File: src/rtl/kw_ror_iter.sv
// kw_ror_iter -- iterative rotate-right unit.
// Accepts one operand/amount pair, then applies one power-of-two rotate
// stage per cycle (AW stages, fixed latency) and presents the result until
// it is consumed.
//
// Ports:
//   clk        rising-edge clock
//   rst_n      asynchronous active-low reset
//   in_valid   request valid
//   in_ready   high only when idle (request can be accepted)
//   in_data    operand, WIDTH bits
//   in_amt     rotate-right amount, AW bits
//   out_valid  high only when the result is presented
//   out_ready  consumer accepts the result
//   out_data   rotated result, WIDTH bits
//   busy       high while an operation is in flight or awaiting handshake
module kw_ror_iter #(
  parameter int WIDTH = 8,
  parameter int AW    = (WIDTH > 1) ? $clog2(WIDTH) : 1
) (
  input  logic             clk,
  input  logic             rst_n,
  input  logic             in_valid,
  output logic             in_ready,
  input  logic [WIDTH-1:0] in_data,
  input  logic [AW-1:0]    in_amt,
  output logic             out_valid,
  input  logic             out_ready,
  output logic [WIDTH-1:0] out_data,
  output logic             busy
);

  localparam int KW = (AW > 1) ? $clog2(AW) : 1;

  typedef enum logic [1:0] {IDLE, BUSY, DONE} state_t;

  state_t             state, state_nx;
  logic [WIDTH-1:0]   data_r;
  logic [AW-1:0]      amt_r;
  logic [KW-1:0]      k;
  logic               last_stage;

  logic [31:0]        sh;
  logic [2*WIDTH-1:0] dbl;
  logic [WIDTH-1:0]   rot;

  // Stage k rotates by 2^k reduced modulo WIDTH, so amounts >= WIDTH
  // fold back naturally for non-power-of-two widths.
  always_comb begin
    sh  = (32'd1 << k) % 32'(WIDTH);
    dbl = {data_r, data_r} >> sh;
    rot = dbl[WIDTH-1:0];
  end

  assign last_stage = (k == KW'(AW - 1));

  always_comb begin
    state_nx  = state;
    in_ready  = 1'b0;
    out_valid = 1'b0;
    busy      = 1'b0;
    case (state)
      IDLE: begin
        in_ready = 1'b1;
        if (in_valid) state_nx = BUSY;
      end
      BUSY: begin
        busy = 1'b1;
        if (last_stage) state_nx = DONE;
      end
      DONE: begin
        busy      = 1'b1;
        out_valid = 1'b1;
        if (out_ready) state_nx = IDLE;
      end
      default: state_nx = IDLE;
    endcase
  end

  always_ff @(posedge clk or negedge rst_n) begin
    if (!rst_n) begin
      state  <= IDLE;
      data_r <= '0;
      amt_r  <= '0;
      k      <= '0;
    end else begin
      state <= state_nx;
      case (state)
        IDLE: begin
          if (in_valid) begin
            data_r <= in_data;
            amt_r  <= in_amt;
            k      <= '0;
          end
        end
        BUSY: begin
          if (amt_r[k]) data_r <= rot;
          k <= last_stage ? '0 : k + KW'(1);
        end
        default: ;
      endcase
    end
  end

  assign out_data = data_r;

endmodule

File: config.mk
export PLATFORM = sky130hd
export DESIGN_NAME = kw_ror_iter
export DESIGN_NICKNAME = d
export VERILOG_FILES = /design/src/rtl/kw_ror_iter.sv
export SDC_FILE = /design/constraint.sdc
export NUM_CORES = 1
export LEC_CHECK = 0
export CAP_MARGIN = 20
export CORE_UTILIZATION = 51
export CTS_BUF_LIST = sky130_fd_sc_hd__clkbuf_2
export CTS_CLUSTER_SIZE = 10
export DETAILED_ROUTE_END_ITERATION = 10
export HOLD_SLACK_MARGIN = 0.12
export MAX_ROUTING_LAYER = met4
export PLACE_DENSITY_LB_ADDON = 0.15
export SLEW_MARGIN = 15
export SYNTH_ARGS = -nofsm -noshare
export SYNTH_HDL_FRONTEND = slang
export SYNTH_SLANG_ARGS = --single-unit
File: constraint.sdc
create_clock -name clk -period 2.25 [get_ports clk]
set_input_delay 0.5625 -clock clk [delete_from_list [all_inputs] [get_ports clk]]
set_output_delay 0.5625 -clock clk [all_outputs]
set_load 0.01 [all_outputs]
==> results of run 1 <==
==> layout by cell type (no fill, tap or decap), drive strengths merged <==
cell,n
and2b,1
ha,4
a21o,1
o21ai,9
dlymetal6s2s,2
nand2b,1
mux2,11
a31o,2
a221o,1
clkdlybuf4s50,23
a32o,1
mux2i,11
nor2b,6
nor2,3
nand3,7
and2,1
clkinv,1
o221a,1
a31oi,3
a21oi,4
dfrtp,15
inv,6
buf,7
o21a,2
a2bb2oi,1
nand2,6
clkbuf,3
o22ai,2
o311ai,1
==> how the worst max path moves through the flow <==
stage,endpoint,slack [ns],cells past startpoint
5_1_grt,out_valid,0.06,3
3_5_place_dp,out_data[2],0.11,5
2_1_floorplan,out_data[1],0.58,7
3_3_place_gp,out_data[2],0.14,5
4_1_cts,in_ready,0.03,3
6_report,out_valid,0.15,3
==> cell usage after synthesis (all sizes together) <==
library cell	number	area, µm²
a21o	1	7.51
a21oi	4	20.0
a221o	1	10.0
a2bb2oi	1	15.0
a31o	2	17.5
a31oi	3	18.8
a32o	1	10.0
and2	1	6.26
and2b	1	7.51
buf	7	55.1
clkbuf	1	3.75
dfrtp	15	375
ha	4	50.1
inv	6	22.5
mux2	11	146
mux2i	11	110
nand2	6	22.5
nand2b	1	6.26
nand3	7	35.0
nor2	3	11.3
nor2b	6	37.5
o21a	2	15.0
o21ai	9	45.0
o221a	1	11.3
o22ai	2	12.5
o311ai	1	8.76
==> metal layers <==
metal	GRT usage	part of all wire	up-vias
met2	0.316	0.47	25
met4	0.0833	0.010	0
met3	0.0491	0.042	4
li1	-	-	444
met1	0.315	0.47	422
met5	-	0	-
==> layout make-up <==
class | count | share of cell area
clock buffers | 3 | 0.0108
clock inverters | 1 | 0.00361
inverters | 6 | 0.0162
multi-input cells | 79 | 0.452
flip-flops and latches | 15 | 0.271
well taps | 27 | 0.0244
repair buffers | 32 | 0.222
==> state kept, by name, indices dropped and copies added, names as in the netlist <==
name	count
k	2
out_data	8
state	2
amt_r	3
==> power groups by stage <==
stage	logic [mW]	clock network (mW)	registers, mW
2_1_floorplan	0.924	0	0.560
3_3_place_gp	1.25	0	0.586
3_5_place_dp	1.28	0	0.591
4_1_cts	1.28	0.140	0.584
5_1_grt	1.42	0.159	0.609
6_report	1.30	0.142	0.585
==> kinds of logic (layout without fill, tap and decap cells) <==
| logic type | count (synthesis) | after routing |
|---|---|---|
| mux | 22 | 22 |
| fa+ha+maj | 4 | 4 |
| simple gates | 25 | 25 |
| compound gates | 28 | 28 |
| flops | 15 | 15 |
| buf+inv | 14 | 42 |
==> critical path, delay by kind of cell (launching register included) <==
family	cells	cell delay, ns
buffers and inverters	2	0.64
DFF	1	0.43
adders and majority gates	1	0.17
==> repair_timing <==
action,CTS,global route
buffers inserted,0,2
setup endpoints to repair,0,2
hold endpoints to repair,0,0
resized for setup,0,3
==> impl_metrics.csv, run 1 <==
group,metric,value,unit
clock_network,clock_latency,0.30,ns
worst_setup_path,endpoint_kind,"primary output",
worst_setup_path,worstSetupPathType,"flip-flop to primary output",
synth,synth-seq-area-share,0.347,
placement,dp_hpwl,1630,µm
floorplan,core,1980,µm²
global_routing,antenna_found_initial,0,
clock_network,clock-root-buffer,"clkbuf_2",
hold_path,hold_end,"amt_r[1]",
power,p_seq_frac,0.288,
floorplan,dieArea,2310,µm²
synth,synth_top_family_by_area,"multiplexers",
power,leakage,0.618,nW
worst_setup_path,critPathMaxStageDelay,0.53,ns
synth,synth_compound_area_frac,0.177,
timing,hold_viol,0,
timing,layout_min_cycle_time,2.10,ns
run,cap_violations,0,
layout,fillers,145,
worst_setup_path,reg2reg_depth,5,
global_routing,grt_util_all_layers,0.226,
power,p_clk_frac,0.070,
layout,stdcell_area,1390,µm²
timing,skew,0.00844,ns
global_routing,grt_pass1_wl,3450,µm
timing,slew_violations,0,
power,combPwrFrac,0.642,
hold_path,min_path_cells,1,
layout,syn2layout_area_growth,28.2,%
synth,synth_fa_ha_area_frac,0.0463,
routing,first_iter_violations,40,
synth,ys_ff_latch,15,
placement,placed_cell_area,1340,µm²
synth,synthMuxAreaShare,0.237,
timing,holdWs,0.539,ns
worst_setup_path,crit_path_start_kind,"flip-flop",
power,p_sw,837,µW
synth,ys_warn_count,0,
worst_setup_path,r2r_start,"state[0]",
worst_setup_path,crit_chain,"inv_1, ha_1, clkdlybuf4s50_1",
clock_network,cts_hold_buf,0,
worst_setup_path,crit_fanout,3,
layout,diodes,0,
synth,synth_cell_types,31,
worst_setup_path,critical-path-slowest-cell,"clkdlybuf4s50_1",
routing,drt-total-wl,2330,µm
outcome,outcome,"complete, no violations",
clock_network,htree_levels,1,
floorplan,die_y,48.0,µm
timing,tightest_slew,0.722,ns
timing,relSlewSlack,0.517,
worst_setup_path,reg2reg_slack,0.34,ns
placement,preCtsSetupSlack,0.110,ns
timing,final.setup.tns,0,ns
synth,synth_nets,127,
power,powerDensity,1460,nW/µm²
timing,setup_violations,0,
placement,portBuffers,25,
placement,placedCellCount,157,
clock_network,tritoncts,"built",
routing,dr.pass1.iters,4,
routing,avgViaCountPerCell,5.49,
layout,fin_nets,156,
routing,ant_nets,0,
synth,synth_xor_xnor_area_share,0,
power,ir_drop,1.00,mV
floorplan,pin_count,26,
synth,synthSimpleGateAreaFrac,0.117,
layout,stdcell_count,163,
global_routing,grt_start_max_net_pins,18,
synth,avgSynthCellArea,10.0,µm²
layout,drive_above_1_share,0.199,
worst_setup_path,required,1.69,ns
clock_network,clkSinkCount,15,
global_routing,grt.overflow.total,0,
routing,drc,0,
routing,vias,895,
worst_setup_path,arrival,1.53,ns
clock_network,ctsLongestPathBuffers,2,
clock_network,clkTransAtPathRegs,0.18,ns
timing,rsz0062_at_grt,"false",
layout,ff_latch_area,375,µm²
floorplan,die_w,48.0,µm
hold_path,hold_path.class,"flip-flop to flip-flop",
worst_setup_path,crit_start,"state[0]",
timing,fin_crit_sh,0.932,
worst_setup_path,reg2reg_to,"out_data[2]",
timing,setup_ws,0.153,ns
floorplan,initial_core_util,0.545,
synth,synthesis.area,1080,µm²
power,finalPower,2.03,mW
routing,avgRoutedWirePerCell,14.3,µm
layout,fin_util,0.699,
hold_path,min_from,"amt_r[1]",
synth,syn_inst,108,
placement,place.gp.congestion,0.866,
floorplan,std_cell_rows,16,
power,p_int,1.19,mW
layout,multi_input_area,627,µm²
clock_network,cts_made_buffers,3,
global_routing,grt_pass1_vias,741,
power,switching_share,0.412,
timing,fmax,477,MHz
No activity file was read; power rests on OpenSTA's default activity.
==> run 2: changes to the inputs <==
Settings changed: CORE_ASPECT_RATIO from default to 0.5, CORE_UTILIZATION 51 to 39.
==> impl_metrics.csv, run 2 (synthesized netlist as in run 1, its figures left out) <==
group,metric,value,unit
floorplan,pin_count,26,
hold_path,hold_end,"amt_r[0]",
global_routing,grt_start_max_net_pins,22,
timing,hold_viol,0,
clock_network,clock-root-buffer,"clkbuf_2",
worst_setup_path,r2r_start,"k[0]",
power,finalPower,2.09,mW
placement,dp_hpwl,1600,µm
clock_network,tritoncts,"built",
timing,skew,0.00714,ns
timing,layout_min_cycle_time,2.13,ns
timing,rsz0062_at_grt,"false",
routing,drt-total-wl,2360,µm
timing,tightest_slew,0.398,ns
routing,ant_nets,0,
floorplan,initial_core_util,0.413,
routing,drc,0,
layout,diodes,0,
placement,portBuffers,25,
clock_network,clock_latency,0.30,ns
placement,placed_cell_area,1380,µm²
placement,placedCellCount,168,
clock_network,htree_levels,1,
floorplan,std_cell_rows,13,
worst_setup_path,crit_start,"state[0]",
hold_path,min_path_cells,1,
layout,fin_nets,155,
timing,setup_violations,0,
timing,fmax,469,MHz
placement,place.gp.congestion,0.769,
worst_setup_path,worstSetupPathType,"flip-flop to primary output",
layout,layout_commonest_cell,"clkdlybuf4s50_1",
worst_setup_path,reg2reg_depth,6,
layout,stdcell_area,1410,µm²
timing,relSlewSlack,0.735,
layout,layout_common_cells,"clkdlybuf4s50_1 (25), dfrtp_1 (15), mux2i_1 (11)",
floorplan,die_w,76.5,µm
global_routing,grt_pass1_wl,3750,µm
global_routing,grt_pass1_vias,757,
clock_network,cts_made_buffers,3,
timing,final.setup.tns,0,ns
global_routing,antenna_found_initial,0,
routing,first_iter_violations,36,
floorplan,core,2620,µm²
layout,drive_above_1_share,0.207,
clock_network,postCtsSetupBuffers,0,
clock_network,clkSinkCount,15,
hold_path,hold_path.class,"flip-flop to flip-flop",
layout,largest_reg_flops,8,
worst_setup_path,required,1.69,ns
power,leakage,0.598,nW
routing,avgViaCountPerCell,5.20,
layout,stdcell_count,172,
routing,dr.pass1.iters,6,
floorplan,die_y,39.2,µm
routing,avgRoutedWirePerCell,13.7,µm
worst_setup_path,endpoint_kind,"primary output",
layout,syn2layout_area_growth,30.3,%
layout,fin_util,0.538,
hold_path,min_from,"amt_r[0]",
clock_network,clkTransAtPathRegs,0.16,ns
worst_setup_path,crit_fanout,3,
routing,vias,894,
timing,fin_crit_sh,0.947,
worst_setup_path,reg2reg_slack,0.52,ns
worst_setup_path,crit_path_start_kind,"flip-flop",
timing,slew_violations,0,
global_routing,grt.overflow.total,0,
power,powerDensity,1480,nW/µm²
worst_setup_path,arrival,1.57,ns
run,cap_violations,0,
power,ir_drop,0.894,mV
global_routing,grt_util_all_layers,0.179,
worst_setup_path,reg2reg_to,"out_data[7]",
outcome,outcome,"complete, no violations",
floorplan,dieArea,3000,µm²
clock_network,ctsLongestPathBuffers,2,
## run 2: cell types whose count changed in the layout (fill, tap and decap cells not counted), sizes merged
| cell | change |
|---|---|
| clkdlybuf4s50 | +2 |
| dlymetal6s2s | -2 |
| buf | -1 |
| clkbuf | +1 |
| clkinv | -1 |
## run 2: area by class of cell
| cell class | count | area [µm²] |
|---|---|---|
| tap | 37 | 46.3 |
| multi-input combinational | 79 | 637 |
| inverter | 6 | 22.5 |
| clock buffer | 4 | 20.0 |
| fill | 243 | 1210 |
| timing repair buffer | 31 | 308 |
| sequential | 15 | 375 |
## run 2: power by group
part           internal (mW)  total [mW]  switching, mW  leakage (nW)
clock network         0.0471       0.146         0.0987        0.0166
logic                  0.792        1.38          0.592         0.400
registers              0.404       0.561          0.157         0.182
total                   1.24        2.09          0.847         0.598
## run 2: how the worst max path moves through the flow
stage | to | slack (ns) | cells after the start
floorplan | out_data[1] | 0.58 | 7
global placement | out_data[1] | 0.20 | 6
detailed placement | out_data[7] | 0.18 | 6
CTS | in_ready | 0.02 | 3
global route | out_valid | 0.03 | 3
finish | busy | 0.12 | 3
## run 2: timing repair
item                                   in CTS  in global routing
gates resized for setup                     0                  4
endpoints found under the hold margin       0                  0
setup endpoints to repair                   0                  1
hold buffers                                0                  0
## run 2: worst max-delay path: stages, from the launching register on
cell and delay (ns):
dfrtp_1 0.42, inv_2 0.08, ha_4 0.25, clkdlybuf4s50_1 0.52
## run 2: routing by layer
metal | GRT usage | routed length, µm | share of wire
met4 | 0.0288 | 4 | 0.0017
met5 | - | 0 | 0
met2 | 0.268 | 1000 | 0.42
met3 | 0.0565 | 154 | 0.065
met1 | 0.240 | 1200 | 0.51
## run 2: stage by stage
step | worst slack [ns] | hold slack, ns
after CTS | 0.0234 | 0.533
after global placement | 0.200 | 0.488
final | 0.120 | 0.528
after detailed placement | 0.178 | 0.498
after floorplan | 0.579 | 0.267
after global routing | 0.0275 | 0.554
==> RTL edit 1, RTL diff (flow settings as in run 2) <==
Set the parameter `WIDTH` to 32 (it was 8).
--- a/src/rtl/kw_ror_iter.sv
+++ b/src/rtl/kw_ror_iter.sv
@@ -16,5 +16,5 @@
 //   busy       high while an operation is in flight or awaiting handshake
 module kw_ror_iter #(
-  parameter int WIDTH = 8,
+  parameter int WIDTH = 32,
   parameter int AW    = (WIDTH > 1) ? $clog2(WIDTH) : 1
 ) (
Ports: changed (resized in_amt, in_data and out_data); port bits go from 26 to 76. The function was not compared with the original's and may differ.
==> RTL edit 1 against run 2 <==
The run now ends with setup timing left. Sequential cell count grew 27. Design area grew to 4.9 times the old value. Area after synthesis grew to 3.8 times the old value. Final cell count increased to 5.0 times the old value. Wire length rose to 8.5 times the old value. Via count increased to 6.2 times the old value. Setup slack worse by 310 ps. Critical endpoint is now out_data[30].
Power is left out: the tool's default activity adds up to more than one toggle a clock period on the data nets, which glitch-free logic cannot reach.
==> RTL edit 1: results (changes against run 2) <==
\begin{tabular}{lr}
\hline
Metric & Value \\
\hline
\multicolumn{2}{l}{\textbf{Status}} \\
\quad Result of the run & finished, violations left \\
\quad Violations in the final reports & setup timing \\
\multicolumn{2}{l}{\textbf{Min path}} \\
\quad Startpoint of the lowest-slack hold path & amt\_r[2] \\
\quad Hold worst-path end & amt\_r[2] \\
\multicolumn{2}{l}{\textbf{Global routing}} \\
\quad Global routing usage on met2 & 0.5335 (+0.2655) \\
\quad Number of antenna violations at the first check in global routing & 1 (+1) \\
\quad First-pass GRT wire length & 29100 µm (+680\%) \\
\quad Number of global-route vias before repair & 4946 (+550\%) \\
\quad Largest net degree at the start of global routing & 41 (+86\%) \\
\quad Overall routing resource usage & 0.3663 (+0.1874) \\
\quad Met3 capacity usage during global routing & 0.06727 (+0.01080) \\
\multicolumn{2}{l}{\textbf{Timing}} \\
\quad Number of setup violations in the final report & 33 (+33) \\
\quad Tightest Pin Transition & 588.0 ps (+190.3 ps) \\
\quad Post-layout worst setup margin & -190.4 ps (-310.5 ps) \\
\multicolumn{2}{l}{\textbf{Logic synthesis}} \\
\quad Dominant cells by area after synthesis & sky130\_fd\_sc\_hd\_\_dfrtp\_1, sky130\_fd\_sc\_hd\_\_a22oi\_1, sky130\_fd\_sc\_hd\_\_mux2i\_1 \\
\quad Syn Nets & 571 (+350\%) \\
\quad Most numerous cell in the Yosys netlist & sky130\_fd\_sc\_hd\_\_nand2\_1 \\
\quad Synth unique cells & 53 (+71\%) \\
\multicolumn{2}{l}{\textbf{Routing}} \\
\quad DR iter-0 viols & 709 (+1900\%) \\
\quad Final wirelength & 20140 µm (+750\%) \\
\quad Total via count in the routed design & 5578 (+520\%) \\
\quad Routed met3 length & 2374 µm (+1400\%) \\
\multicolumn{2}{l}{\textbf{Placement}} \\
\quad RePlAce Congestion & 0.9766 (+27\%) \\
\quad Number of input and output port buffers inserted & 75 (+200\%) \\
\multicolumn{2}{l}{\textbf{Worst setup path}} \\
\quad Reg-to-reg endpoint & out\_data[30] \\
\quad CP arrival & 2850 ps (+1280 ps) \\
\quad Number of cells on the worst reg-to-reg path & 10 (+4) \\
\quad Maximum fanout encountered on the critical timing path & 12 (+9) \\
\multicolumn{2}{l}{\textbf{CTS}} \\
\quad Clock latency on the worst-skew pair & 470 ps (+170 ps) \\
\multicolumn{2}{l}{\textbf{Cells and area}} \\
\quad Number of nets in the final layout & 761 (+390\%) \\
\quad Flip-flop count of the largest register, all copies and words added & 32 (+24) \\
\quad Layout cells sized above 1 & 0.4073 (+0.1999) \\
\hline
\end{tabular}
==> RTL edit 1: kinds of logic (layout without fill, tap and decap cells) <==
kind of cell    count (synthesis)  in the layout  share of synthesized area
simple gates                  150            150                     0.1639
mux                            38             38                    0.09861
fa+ha+maj                       9              9                    0.02722
flops                          42             42                     0.2541
buf+inv                        60            251                    0.06564
other cells                     0              1                          0
compound gates                222            222                     0.3905
==> RTL edit 1: final cells by class <==
class | count | area [µm²]
diodes | 1 | 2.502
clock buffers | 5 | 25.02
clock inverters | 3 | 21.27
fillers | 839 | 3344
inverters | 12 | 45.04
multi-input cells | 419 | 3408
flip-flops and latches | 42 | 1071
well taps | 140 | 175.2
repair buffers | 231 | 2155
==> RTL edit 1: through the flow <==
| step | hold WS [ps] | utilization | setup WS, ps | instances |
|---|---|---|---|---|
| floorplan | 266.9 | - | -12.04 | 521 |
| global placement | 484.1 | 0.5747 | -186.5 | 813 |
| detailed placement | 489.1 | 0.5747 | -233.7 | 813 |
| CTS | 544.0 | 0.6241 | -90.47 | 831 |
| global route | 590.6 | 0.6736 | -259.4 | 853 |
| finish | 539.3 | 0.6736 | -190.4 | 853 |
==> RTL edit 1: worst max-delay path by stage <==
stage / startpoint / to / slack [ps] / depth (start not counted)
floorplan: k[0] / out_data[16] / -10 / 10
detailed placement: k[1] / out_data[0] / -230 / 9
CTS: k[0] / out_data[16] / -90 / 11
finish: k[0] / out_data[30] / -190 / 10
global route: k[0] / out_data[20] / -260 / 10
global placement: k[1] / out_data[0] / -190 / 9
==> RTL edit 1: timing repair <==
action / 4_1_cts / 5_1_grt
cloned: 1 / 3
setup endpoints to repair: 43 / 57
setup buffers: 8 / 18
pin swaps: 15 / 24
gates resized for setup: 81 / 68
endpoints found under the hold margin: 21 / 0
hold buffers: 1 / 0
==> RTL edit 2, RTL diff (config.mk and constraints of run 2) <==
Without the edit above. Encoding of `state_t`: now one-hot (3 bits for 3 states).
--- a/src/rtl/kw_ror_iter.sv
+++ b/src/rtl/kw_ror_iter.sv
@@ -33,5 +33,5 @@
   localparam int KW = (AW > 1) ? $clog2(AW) : 1;
 
-  typedef enum logic [1:0] {IDLE, BUSY, DONE} state_t;
+  typedef enum logic [2:0] {IDLE = 3'b001, BUSY = 3'b010, DONE = 3'b100} state_t;
 
   state_t             state, state_nx;
Behaviour: no difference found for any inputs over 10 cycles, from zero or initial values and one cycle with rst_n low; not proved beyond that.
==> RTL edit 2 against run 2 <==
Sequential cell count is 1 higher. Non-clock buffer count decreased by 2. Maximum frequency is 11% higher. Area after synthesis fell by 9.6%. Setup slack improved by 220 ps. Total power down 24%. Critical endpoint is now out_data[4]. Design area decreased by 7.5%. Global-route usage increased by 1.2 points. Wire length decreased by 9.7%.
==> RTL edit 2: results (changes against run 2) <==
\begin{tabular}{lr}
\hline
Metric & Value \\
\hline
\multicolumn{2}{l}{\textbf{Global routing}} \\
\quad Number of global-route vias before repair & 759 (+0.26\%) \\
\quad Met3 capacity usage during global routing & 0.07008 (+0.01361) \\
\quad Global routing usage on met2 & 0.3388 (+0.07077) \\
\quad Largest net degree at the start of global routing & 17 (-23\%) \\
\quad Overall routing resource usage & 0.1908 (+0.01191) \\
\quad First-pass GRT wire length & 3608 µm (-3.7\%) \\
\quad Met1 Use GR & 0.2241 (-0.01603) \\
\multicolumn{2}{l}{\textbf{Power and ir drop}} \\
\quad Internal power contribution & 1.011 mW (-19\%) \\
\quad VDD IR-drop max & 0.4677 mV (-48\%) \\
\quad LEAKAGE & 0.5331 nW (-11\%) \\
\multicolumn{2}{l}{\textbf{Routing}} \\
\quad Final routed wire length divided by cell count & 15.58 µm (+13\%) \\
\quad First-pass iteration count of the detailed router & 4 (-2) \\
\quad Via density per instance & 5.504 (+5.9\%) \\
\quad DR iter-0 viols & 69 (+92\%) \\
\quad Total via count in the routed design & 754 (-16\%) \\
\multicolumn{2}{l}{\textbf{Cells and area}} \\
\quad Flip-flop count of the largest register, all copies and words added & 8 (unchanged) \\
\quad Fillers & 202 (-17\%) \\
\quad Layout cells sized above 1 & 0.1863 (-0.02113) \\
\quad Final core utilization & 0.5675 (+0.02955) \\
\multicolumn{2}{l}{\textbf{Placement}} \\
\quad Placed cell area & 0.001266 mm² (-8.0\%) \\
\quad Placed cells & 132 (-21\%) \\
\quad Final HPWL DP & 1505 µm (-5.7\%) \\
\multicolumn{2}{l}{\textbf{Logic synthesis}} \\
\quad Average instance area after synthesis & 13.21 µm² (+32\%) \\
\quad Syn Nets & 89 (-30\%) \\
\quad Synth unique cells & 26 (-16\%) \\
\quad Dominant cells by area after synthesis & sky130\_fd\_sc\_hd\_\_dfrtp\_1, sky130\_fd\_sc\_hd\_\_mux4\_1, sky130\_fd\_sc\_hd\_\_o221a\_1 \\
\quad Most used standard cells in the synthesized netlist & sky130\_fd\_sc\_hd\_\_dfrtp\_1, sky130\_fd\_sc\_hd\_\_o221a\_1, sky130\_fd\_sc\_hd\_\_or3\_1, sky130\_fd\_sc\_hd\_\_mux4\_1, sky130\_fd\_sc\_hd\_\_nand2b\_1 \\
\multicolumn{2}{l}{\textbf{Timing}} \\
\quad Tightest Pin Transition & 539.6 ps (+141.8 ps) \\
\quad Final-layout worst hold slack & 528.7 ps (+0.7550 ps) \\
\multicolumn{2}{l}{\textbf{Worst setup path}} \\
\quad Slowest Stage Delay on Critical Path & 570 ps (+50 ps) \\
\quad Buf+Inv Stages, Crit Path & 1 (-1) \\
\multicolumn{2}{l}{\textbf{Status}} \\
\quad Result of the run & finished, final reports clean \\
\hline
\end{tabular}
-- RTL edit 2: cell types whose count changed after synthesis, moves of 4 or more --
cell and delta:
sky130_fd_sc_hd__ha_1 -4, sky130_fd_sc_hd__inv_1 -6, sky130_fd_sc_hd__mux2_4 -6, sky130_fd_sc_hd__mux2i_1 -11
sky130_fd_sc_hd__mux4_1 +7, sky130_fd_sc_hd__nand2_1 -5, sky130_fd_sc_hd__nand2b_1 +4, sky130_fd_sc_hd__nand3_1 -7
sky130_fd_sc_hd__nor2b_1 -4, sky130_fd_sc_hd__o21ai_0 -6, sky130_fd_sc_hd__o221a_1 +8, sky130_fd_sc_hd__or3_1 +8
-- RTL edit 2: cell families after synthesis --
| family | Yosys count | share of synthesized area |
|---|---|---|
| mux | 12 | 0.2574 |
| buf+inv | 5 | 0.02816 |
| flops | 16 | 0.4110 |
| compound gates | 17 | 0.1562 |
| simple gates | 24 | 0.1472 |
-- RTL edit 2: per-stage QoR --
step	power [mW]	setup WS, ps
after floorplan	1.126	712.3
after global placement	1.406	349.4
after detailed placement	1.434	291.2
after CTS	1.590	40.88
after global routing	1.706	231.4
final	1.579	338.5
-- RTL edit 2: layout make-up --
type / instances / area share
Clock buffer: 4 / 0.01536
Multi-Input combinational cell: 53 / 0.4223
Sequential cell: 16 / 0.3081
Tap cell: 35 / 0.03359
Timing Repair Buffer: 29 / 0.2207
-- RTL edit 2: layer usage --
metal,vias to the layer above,wire length (µm)
li1,358,-
met1,373,910
met2,23,1080
met3,0,143
met4,0,0
met5,-,0
-- RTL edit 2: repair_timing --
item | 4_1_cts | 5_1_grt
setup endpoints to repair | 1 | 2
resized for setup | 0 | 4
buffers inserted | 1 | 0
hold endpoints to repair | 0 | 0
-- RTL edit 2: how the worst max path moves through the flow --
| stage | startpoint | endpoint | slack (ps) |
|---|---|---|---|
| final | out_data[4] | out_data[4] | 340 |
| after global routing | out_data[2] | out_data[2] | 230 |
| after CTS | state[2] | busy | 40 |
| after detailed placement | in_valid | out_data[1] | 290 |
| after global placement | in_valid | out_data[2] | 350 |
| after floorplan | state[0] | in_ready | 710 |
-- RTL edit 2: power by group through the flow --
stage | Sequential, mW | Clock, mW | Combinational, mW
2_1_floorplan | 0.560 | 0 | 0.566
3_3_place_gp | 0.616 | 0 | 0.790
3_5_place_dp | 0.631 | 0 | 0.803
4_1_cts | 0.611 | 0.142 | 0.837
5_1_grt | 0.648 | 0.164 | 0.894
6_report | 0.612 | 0.142 | 0.825
